**src/rtl/dm_pkg.sv**
```systemverilog
// Shared encodings for the data-memory access unit: access types, error causes,
// FSM states and the per-access-type size/sign/legality helpers.
package dm_pkg;

  typedef enum logic [2:0] {
    dm_word          = 3'b000,
    dm_half          = 3'b001,
    dm_half_unsigned = 3'b010,
    dm_byte          = 3'b011,
    dm_byte_unsigned = 3'b100,
    dm_dword         = 3'b101,
    dm_word_unsigned = 3'b110
  } dm_ctrl_e;

  localparam logic [1:0] cause_none     = 2'b00;
  localparam logic [1:0] cause_misalign = 2'b01;
  localparam logic [1:0] cause_bad_ctrl = 2'b10;

  typedef enum logic [2:0] {
    st_idle  = 3'd0,
    st_beat0 = 3'd1,
    st_beat1 = 3'd2,
    st_capt  = 3'd3,
    st_resp  = 3'd4
  } dm_state_e;

  // Access size in bytes; 0 for encodings that have no size.
  function automatic logic [3:0] ctrl_size(input logic [2:0] ctrl);
    case (ctrl)
      dm_word, dm_word_unsigned:       ctrl_size = 4'd4;
      dm_half, dm_half_unsigned:       ctrl_size = 4'd2;
      dm_byte, dm_byte_unsigned:       ctrl_size = 4'd1;
      dm_dword:                        ctrl_size = 4'd8;
      default:                         ctrl_size = 4'd0;
    endcase
  endfunction

  function automatic logic ctrl_signed(input logic [2:0] ctrl);
    ctrl_signed = (ctrl == dm_word) || (ctrl == dm_half) ||
                  (ctrl == dm_byte) || (ctrl == dm_dword);
  endfunction

  // Doubleword and unsigned-word only exist on a 64-bit memory.
  function automatic logic ctrl_legal(input logic [2:0] ctrl, input logic wide);
    case (ctrl)
      dm_word, dm_half, dm_half_unsigned, dm_byte, dm_byte_unsigned: ctrl_legal = 1'b1;
      dm_dword, dm_word_unsigned:                                    ctrl_legal = wide;
      default:                                                       ctrl_legal = 1'b0;
    endcase
  endfunction

endpackage

```
**src/rtl/dm_lane_align.sv**
```systemverilog
// Lane steering between right-aligned pipeline data and the memory word lanes:
// store shift/strobe generation over two beats and load extract/extend.
module dm_lane_align #(
  parameter int DATA_W = 32
) (
  input  logic [$clog2(DATA_W/8)-1:0] lane,
  input  logic [3:0]                  size,
  input  logic                        sign_ext,
  input  logic [DATA_W-1:0]           st_data,
  output logic [2*DATA_W-1:0]         st_wdata,
  output logic [2*(DATA_W/8)-1:0]     st_strb,
  input  logic [DATA_W-1:0]           ld_beat0,
  input  logic [DATA_W-1:0]           ld_beat1,
  output logic [DATA_W-1:0]           ld_data
);

  localparam int NB = DATA_W / 8;

  logic [2*NB-1:0]   size_mask;
  logic [DATA_W-1:0] ld_shifted;
  logic              ld_sign;

  generate
    for (genvar gi = 0; gi < 2 * NB; gi++) begin : g_mask
      assign size_mask[gi] = (5'(gi) < {1'b0, size});
    end
  endgenerate

  // Double-width shifts: the upper half is what a second beat carries.
  assign st_strb    = size_mask << lane;
  assign st_wdata   = {{DATA_W{1'b0}}, st_data} << {lane, 3'b000};
  assign ld_shifted = DATA_W'({ld_beat1, ld_beat0} >> {lane, 3'b000});

  always_comb begin
    ld_sign = 1'b0;
    case (size)
      4'd1:    ld_sign = ld_shifted[7];
      4'd2:    ld_sign = ld_shifted[15];
      4'd4:    ld_sign = ld_shifted[31];
      default: ld_sign = ld_shifted[DATA_W-1];
    endcase
    ld_sign = ld_sign & sign_ext;
  end

  generate
    for (genvar gi = 0; gi < NB; gi++) begin : g_ext
      assign ld_data[8*gi +: 8] = (4'(gi) < size) ? ld_shifted[8*gi +: 8] : {8{ld_sign}};
    end
  endgenerate

endmodule

```
**src/rtl/dm_access_unit.sv**
```systemverilog
// Multi-cycle data-memory access unit: latches one request, runs one or two
// memory beats against a synchronous-read RAM and returns a registered response.
module dm_access_unit
  import dm_pkg::*;
#(
  parameter int DATA_W   = 32,
  parameter int ADDR_W   = 32,
  parameter bit SPLIT_EN = 1'b1
) (
  input  logic                clk,
  input  logic                rst,
  input  logic                req_valid,
  output logic                req_ready,
  input  logic                req_we,
  input  logic [ADDR_W-1:0]   req_addr,
  input  logic [DATA_W-1:0]   req_wdata,
  input  logic [2:0]          req_ctrl,
  output logic                resp_valid,
  output logic [DATA_W-1:0]   resp_rdata,
  output logic                resp_err,
  output logic [1:0]          resp_cause,
  output logic                mem_en,
  output logic [DATA_W/8-1:0] mem_we,
  output logic [ADDR_W-1:0]   mem_addr,
  output logic [DATA_W-1:0]   mem_wdata,
  input  logic [DATA_W-1:0]   mem_rdata
);

  localparam int NB = DATA_W / 8;
  localparam int LW = $clog2(NB);

  dm_state_e         state_reg;
  logic              we_reg;
  logic [2:0]        ctrl_reg;
  logic [ADDR_W-1:0] addr_reg;
  logic [DATA_W-1:0] wdata_reg;
  logic              split_reg;
  logic [DATA_W-1:0] beat0_reg;
  logic [DATA_W-1:0] rdata_reg;
  logic              err_reg;
  logic [1:0]        cause_reg;

  logic [3:0]        in_size;
  logic [4:0]        in_span;
  logic              in_split;
  logic              in_legal;

  logic [2*DATA_W-1:0] st_wdata;
  logic [2*NB-1:0]     st_strb;
  logic [DATA_W-1:0]   ld_beat0;
  logic [DATA_W-1:0]   ld_beat1;
  logic [DATA_W-1:0]   ld_data;
  logic [ADDR_W-1:0]   base_addr;

  assign in_size  = ctrl_size(req_ctrl);
  assign in_span  = 5'(req_addr[LW-1:0]) + 5'(in_size);
  assign in_split = (in_span > 5'(NB));
  assign in_legal = ctrl_legal(req_ctrl, DATA_W == 64);

  // A non-split load captures its only beat in CAPT, so that beat is beat 0.
  assign ld_beat0 = split_reg ? beat0_reg : mem_rdata;
  assign ld_beat1 = split_reg ? mem_rdata : '0;

  dm_lane_align #(.DATA_W(DATA_W)) u_align (
    .lane     (addr_reg[LW-1:0]),
    .size     (ctrl_size(ctrl_reg)),
    .sign_ext (ctrl_signed(ctrl_reg)),
    .st_data  (wdata_reg),
    .st_wdata (st_wdata),
    .st_strb  (st_strb),
    .ld_beat0 (ld_beat0),
    .ld_beat1 (ld_beat1),
    .ld_data  (ld_data)
  );

  always_ff @(posedge clk) begin
    if (rst) begin
      state_reg <= st_idle;
      we_reg    <= 1'b0;
      ctrl_reg  <= 3'b000;
      addr_reg  <= '0;
      wdata_reg <= '0;
      split_reg <= 1'b0;
      beat0_reg <= '0;
      rdata_reg <= '0;
      err_reg   <= 1'b0;
      cause_reg <= cause_none;
    end else begin
      case (state_reg)
        st_idle: begin
          if (req_valid) begin
            we_reg    <= req_we;
            ctrl_reg  <= req_ctrl;
            addr_reg  <= req_addr;
            wdata_reg <= req_wdata;
            split_reg <= in_split;
            rdata_reg <= '0;
            if (!in_legal) begin
              err_reg   <= 1'b1;
              cause_reg <= cause_bad_ctrl;
              state_reg <= st_resp;
            end else if (in_split && !SPLIT_EN) begin
              err_reg   <= 1'b1;
              cause_reg <= cause_misalign;
              state_reg <= st_resp;
            end else begin
              err_reg   <= 1'b0;
              cause_reg <= cause_none;
              state_reg <= st_beat0;
            end
          end
        end
        st_beat0: begin
          if (split_reg)   state_reg <= st_beat1;
          else if (we_reg) state_reg <= st_resp;
          else             state_reg <= st_capt;
        end
        st_beat1: begin
          if (we_reg) begin
            state_reg <= st_resp;
          end else begin
            beat0_reg <= mem_rdata;
            state_reg <= st_capt;
          end
        end
        st_capt: begin
          rdata_reg <= ld_data;
          state_reg <= st_resp;
        end
        st_resp: begin
          // Response fields only mean something alongside resp_valid.
          rdata_reg <= '0;
          err_reg   <= 1'b0;
          cause_reg <= cause_none;
          state_reg <= st_idle;
        end
        default: state_reg <= st_idle;
      endcase
    end
  end

  assign base_addr  = {addr_reg[ADDR_W-1:LW], {LW{1'b0}}};
  assign req_ready  = (state_reg == st_idle);
  assign resp_valid = (state_reg == st_resp);
  assign resp_rdata = rdata_reg;
  assign resp_err   = err_reg;
  assign resp_cause = cause_reg;

  always_comb begin
    mem_en    = 1'b0;
    mem_we    = '0;
    mem_addr  = '0;
    mem_wdata = '0;
    case (state_reg)
      st_beat0: begin
        mem_en    = 1'b1;
        mem_addr  = base_addr;
        mem_we    = we_reg ? st_strb[NB-1:0] : '0;
        mem_wdata = st_wdata[DATA_W-1:0];
      end
      st_beat1: begin
        mem_en    = 1'b1;
        mem_addr  = base_addr + ADDR_W'(NB);
        mem_we    = we_reg ? st_strb[2*NB-1:NB] : '0;
        mem_wdata = st_wdata[2*DATA_W-1:DATA_W];
      end
      default: ;
    endcase
  end

endmodule

```
**config.mk**
```make
export PLATFORM = sky130hd
export DESIGN_NAME = dm_access_unit
export DESIGN_NICKNAME = d
export VERILOG_FILES = /design/src/rtl/dm_pkg.sv /design/src/rtl/dm_lane_align.sv /design/src/rtl/dm_access_unit.sv
export SDC_FILE = /design/constraint.sdc
export NUM_CORES = 1
export LEC_CHECK = 0
export ABC_AREA = 1
export ABC_CLOCK_PERIOD_IN_PS = 4120
export BUFFER_PORTS_ARGS = -buffer_cell sky130_fd_sc_hd__clkbuf_2
export CORE_AREA = 2 2 147 113
export DETAILED_ROUTE_END_ITERATION = 16
export DIE_AREA = 0 0 149 115
export PLACE_DENSITY = 0.81
export SYNTH_ARGS = -nofsm -noshare
export SYNTH_HDL_FRONTEND = slang
export SYNTH_SLANG_ARGS = --single-unit
```
**constraint.sdc**
```tcl
create_clock -name clk -period 4.12 [get_ports clk]
set_input_delay 0.412 -clock clk [delete_from_list [all_inputs] [get_ports clk]]
set_output_delay 0.412 -clock clk [all_outputs]
set_load 0.02 [all_outputs]
```
==> results of run 1 <==
metrics by stage:
step,setup WS [ns],hold WS [ns],cells
6_report,0.936,0.232,1734
5_1_grt,0.747,0.244,1734
4_1_cts,0.990,0.220,1734
3_5_place_dp,1.46,0.456,1702
3_3_place_gp,1.47,0.453,1702
2_1_floorplan,1.92,0.439,1371
synth_stat cells, types with 2 or more instances:
master    number  area (µm²)
or2_2          7        43.8
nor2_2         2        12.5
a21oi_1      167         836
ha_1           3        37.5
nor4_1         6        37.5
o22ai_1        9        56.3
a31oi_1        4        25.0
buf_4          8        60.1
nor2_1       100         375
buf_2         21         105
nand2_2        3        18.8
clkbuf_1      56         210
o31ai_1        2        15.0
o21ai_1        2        10.0
o21ai_2        2        17.5
o211ai_1      26         195
o21ai_0      228        1140
a22oi_1        3        22.5
inv_2          5        18.8
nand3_1       85         425
nor3_1         8        40.0
mux2i_1        3        30.0
buf_1          9        33.8
dfxtp_1      137        2740
nand4_1        5        31.3
inv_1        131         492
xor2_1         5        43.8
buf_6          4        45.0
nand2_1      295        1110
a21oi_2       12         105
o21a_1         5        37.5
final timing paths:
check              endpoint  slack (ns)  cells after the start
min reg2reg   resp_rdata[5]        0.46                      2
min            wdata_reg[2]        0.23                      3
max             mem_addr[7]        0.94                     10
max reg2reg  resp_rdata[16]        1.55                      7
kinds of logic after synthesis:
kind of cell,share of synthesized area
flops,0.322
fa+ha+maj,0.00676
xor+xnor,0.00514
compound gates,0.295
buf+inv,0.114
mux,0.00352
other cells,0.000440
simple gates,0.253
final cells by class:
class,instances,area [µm²],area share
Timing Repair Buffer,219,1130,0.112
Sequential cell,137,2750,0.273
Inverter,138,520,0.0517
Clock buffer,19,443,0.0440
Multi-Input combinational cell,998,4820,0.479
Clock inverter,13,144,0.0143
Tap cell,210,263,0.0261
worst max-delay path: cells and delay by family (launching register included):
family | cells | cell delay [ns]
and+or+nand+nor | 3 | 0.57
buffers and inverters | 4 | 1.11
AOI/OAI and AO/OA | 3 | 0.31
DFF | 1 | 0.35
layer usage:
metal  global-route usage  vias to the layer above  routed length [µm]
met4               0.0959                        0                 608
met1                0.489                     4444               13000
met3               0.0770                       58                3240
li1                     -                     4838                   -
met2                0.454                      597               11100
met5                    0                        -                   0
power by group:
group,switching (mW),internal [mW],total [mW]
combinational,0.911,0.361,1.27
clock,0.633,0.913,1.55
sequential,0.103,1.45,1.55
total,1.65,2.72,4.37
==> run_results.csv, run 1 <==
group,metric,value,unit
clocking,cts-buffers-inserted,17,
grt,antenna_found_initial,0,
clocking,path_clk_slew,0.06,ns
critical_path,slowest_delay,0.47,ns
placed_design,gp_congestion,0.953,
yosys,avgSynthCellArea,6.22,µm²
drt,dr.pass1.iters,7,
placed_design,io_buffers,205,
critical_path,path_max_fanout,24,
yosys,synth_area,8520,µm²
final_layout,utilization,0.641,
clocking,cts_resized,0,
drt,ant_nets,0,
pwr,powerDensity,434,nW/µm²
pwr,p_total,4.37,mW
clocking,cts_hold_buf,0,
yosys,synth-seq-cells,137,
final_layout,fin_area,10100,µm²
final_layout,drive_gt1_frac,0.192,
pwr,p_leak,4.48,nW
critical_path,required,3.71,ns
drt,drt-vias-per-instance,5.73,
yosys,synth-edff-count,0,
sta,setup_tns,0,ns
critical_path,start_kind,"flip-flop",
floorplanning,pin_count,209,
worst_hold_path,hold_class,"primary input to flip-flop",
job,max_cap_violations,0,
clocking,post_cts_buffers,0,
clocking,cts_root_buf,"clkbuf_16",
worst_hold_path,hp-start,"req_wdata[2]",
grt,grt_max_degree,96,
sta,fin_crit_sh,0.773,
yosys,yosys_warnings,0,
floorplanning,rows,40,
grt,overflow,0,
critical_path,worstSetupPathType,"flip-flop to output pin",
clocking,clock-sinks,137,
critical_path,slowest_stage,"inv_1",
drt,drt_iter0_drc,1041,
critical_path,critPathArrivalTime,2.77,ns
sta,rsz0062_at_grt,"false",
drt,wirelength,28000,µm
critical_path,crit_chain,"inv_1 -> nor2_1 -> nand2_2 -> inv_1 -> buf_4 -> nand2_1 -> o21ai_0 -> a21oi_1 -> a21oi_1 -> clkbuf_2",
clocking,cts_htree_levels,4,
clocking,cts_tree,"done",
final_layout,fill_cells,1539,
critical_path,r2r_start,"addr_reg[0]",
final_layout,syn2layout_area_growth,18.2,%
yosys,synth_flop_cell,"dfxtp_1",
clocking,clockBufferDepth,2,
floorplanning,dieArea,17100,µm²
yosys,ys_seq_area_frac,0.322,
floorplanning,die_h,115,µm
sta,slew_headroom,0.294,
sta,setup_viol,0,
final_layout,layout_commonest_cell,"nand2_1",
sta,max_freq,0.314,GHz
sta,worstMarginPinSlew,1.06,ns
drt,route.vias.total,9937,
pwr,ir_drop,0.309,mV
yosys,yosys.cell_types.count,47,
grt,grt_usage,0.324,
final_layout,num_antenna_cells,0,
grt,first_global_vias,8581,
floorplanning,start_util,0.542,
placed_design,hpwl,19900,µm
floorplanning,die_w,149,µm
floorplanning,core,15700,µm²
final_layout,final_nets,1618,
final_layout,final_cell_mix,"nand2_1, o21ai_0, clkbuf_2",
placed_design,post_dp_cell_area,9480,µm²
clocking,clock_latency,0.43,ns
drt,drc_errors,0,
yosys,synth-async-reset-ratio,0,
sta,final.min_clock_period,3.18,ns
yosys,synthCells,1369,
grt,grt_pass1_wl,44200,µm
critical_path,endpoint_kind,"output pin",
sta,finClkSkew,0.00526,ns
sta,hold_viol,0,
drt,drt-wirelength-per-cell,16.1,µm
sta,finalMaxSlewViolations,0,
critical_path,critPathLaunch,"state_reg[1]",
run_status,outcome,"finished, final reports clean",
No activity file was read; power rests on OpenSTA's default activity.
==> run 2, diff against run 1 <==
ABC_CLOCK_PERIOD_IN_PS = 2960   (was 4120)
clock period = 2.96 ns   (was 4.12 ns; I/O delays follow)
==> run 2 against run 1 <==
Sequential share of layout area shrank 0.33 points. First-iteration DRC count grew 0.48%. Highest routed layer unchanged. Wire length shrank 1.2%. Global-route usage shrank 0.16 points. Critical path type unchanged.
==> run_results.csv, run 2 (same netlist as run 1, synthesis figures left out) <==
group,metric,value,unit
sta,worstMarginPinSlew,0.694,ns
clocking,cts_root_buf,"clkbuf_16",
pwr,p_int,3.89,mW
final_layout,seq_area,2750,µm²
grt,overflow,0,
sta,final.min_clock_period,2.74,ns
critical_path,crit_top_cell,"nand2_1",
floorplanning,start_util,0.542,
pwr,seq_power_share,0.345,
critical_path,slowest_delay,0.43,ns
grt,grt_pass1_wl,43700,µm
pwr,netSwitchingPower,2.32,mW
placed_design,gp_congestion,0.941,
pwr,p_leak,4.55,nW
critical_path,crit_chain,"ha_1 -> nand2_1 -> nor2_1 -> nand2_1 -> nor3_1 -> buf_4 -> nand2_1 -> o21ai_0 -> nand3_1 -> o21ai_0 -> clkbuf_2",
critical_path,required,2.66,ns
floorplanning,pin_count,209,
final_layout,layout_commonest_cell,"nand2_1",
clocking,clockBufferDepth,2,
final_layout,fill_cells,1514,
critical_path,worstSetupPathType,"flip-flop to output pin",
floorplanning,dieArea,17100,µm²
pwr,ir_drop,0.442,mV
sta,rsz0062_at_grt,"false",
floorplanning,rows,40,
critical_path,slowest_stage,"dfxtp_1",
sta,setup_tns,0,ns
sta,finalMaxSlewViolations,0,
grt,grt_max_degree,84,
critical_path,path_max_fanout,6,
worst_hold_path,hold_class,"primary input to flip-flop",
clocking,clock-sinks,137,
drt,drt-wirelength-per-cell,15.8,µm
final_layout,multi_input_area,4820,µm²
placed_design,hpwl,19700,µm
pwr,clockPowerShare,0.364,
drt,wirelength,27600,µm
pwr,comb_power_share,0.291,
grt,first_global_vias,8531,
grt,antenna_found_initial,0,
critical_path,critPathArrivalTime,2.45,ns
clocking,path_clk_slew,0.07,ns
drt,drt_iter0_drc,1046,
sta,fin_crit_sh,0.927,
drt,ant_nets,0,
grt,grt_usage,0.322,
pwr,powerDensity,610,nW/µm²
clocking,post_cts_buffers,0,
clocking,cts_hold_buf,0,
drt,route.vias.total,9877,
final_layout,final_nets,1627,
final_layout,drive_gt1_frac,0.196,
clocking,clock_latency,0.43,ns
drt,dr.pass1.iters,7,
sta,slew_headroom,0.537,
pwr,sw_frac_of_total,0.374,
drt,drc_errors,0,
floorplanning,core,15700,µm²
clocking,cts_tree,"done",
floorplanning,die_h,115,µm
final_layout,num_antenna_cells,0,
placed_design,io_buffers,205,
clocking,cts-buffers-inserted,17,
clocking,cts_htree_levels,4,
final_layout,final_cell_mix,"nand2_1, o21ai_0, clkbuf_2",
sta,setup_viol,0,
critical_path,path_buf_inv,2,
pwr,p_total,6.21,mW
clocking,cts_resized,0,
run_status,outcome,"finished, final reports clean",
job,max_cap_violations,0,
sta,max_freq,0.364,GHz
floorplanning,die_w,149,µm
drt,drt-vias-per-instance,5.67,
sta,finClkSkew,0.00994,ns
final_layout,syn2layout_area_growth,19.6,%
critical_path,crit_family,"simple AND/OR/NAND/NOR gates",
critical_path,endpoint_kind,"output pin",
critical_path,start_kind,"flip-flop",
sta,hold_viol,0,
## run 2: per-stage QoR
stage | instances | hold WS, ns | cell area (µm²) | worst slack [ns] | util
finish | 1743 | 0.117 | 10200 | 0.215 | 0.648
CTS | 1743 | 0.107 | 10200 | 0.213 | 0.648
global placement | 1711 | 0.447 | 9570 | 0.759 | 0.609
floorplan | 1371 | 0.431 | 8530 | 0.872 | -
global route | 1743 | 0.129 | 10200 | 0.0215 | 0.648
detailed placement | 1711 | 0.458 | 9570 | 0.679 | 0.609
## run 2: cell type report
cell class,instances,share of cell area
Inverter,138,0.0511
Timing Repair Buffer,228,0.120
Sequential cell,137,0.269
Tap cell,210,0.0258
Multi-Input combinational cell,998,0.473
Clock buffer,18,0.0421
Clock inverter,14,0.0184
## run 2: worst paths after layout
check | endpoint | slack [ns] | depth (start not counted) | start
max | mem_addr[28] | 0.22 | 11 | addr_reg[2]
min | beat0_reg[6] | 0.12 | 3 | mem_rdata[6]
max reg2reg | resp_rdata[16] | 0.90 | 9 | split_reg
min reg2reg | resp_rdata[14] | 0.47 | 2 | resp_rdata[14]
## run 2: routing by layer
layer,vias up,routed length (µm),GRT usage
li1,4864,-,-
met1,4404,12700,0.475
met2,550,11300,0.462
met3,59,3090,0.0825
met4,0,585,0.0952
met5,-,0,0
## run 2: worst register-to-register path: stages (launching register included)
cell	delay, ns
dfxtp_1	0.36
buf_4	0.21
nand2_1	0.26
clkinv_1	0.33
a21oi_1	0.21
o21ai_0	0.09
a21oi_1	0.29
nor2_1	0.07
nand2_1	0.07
a21oi_1	0.06
## run 2: power by group through the flow
| stage | logic, mW | clock network (mW) | registers [mW] |
|---|---|---|---|
| 3_5_place_dp | 1.75 | 0 | 2.18 |
| 5_1_grt | 2.00 | 2.35 | 2.16 |
| 4_1_cts | 1.77 | 2.27 | 2.14 |
| 6_report | 1.81 | 2.26 | 2.14 |
| 2_1_floorplan | 1.29 | 0 | 2.14 |
| 3_3_place_gp | 1.74 | 0 | 2.17 |
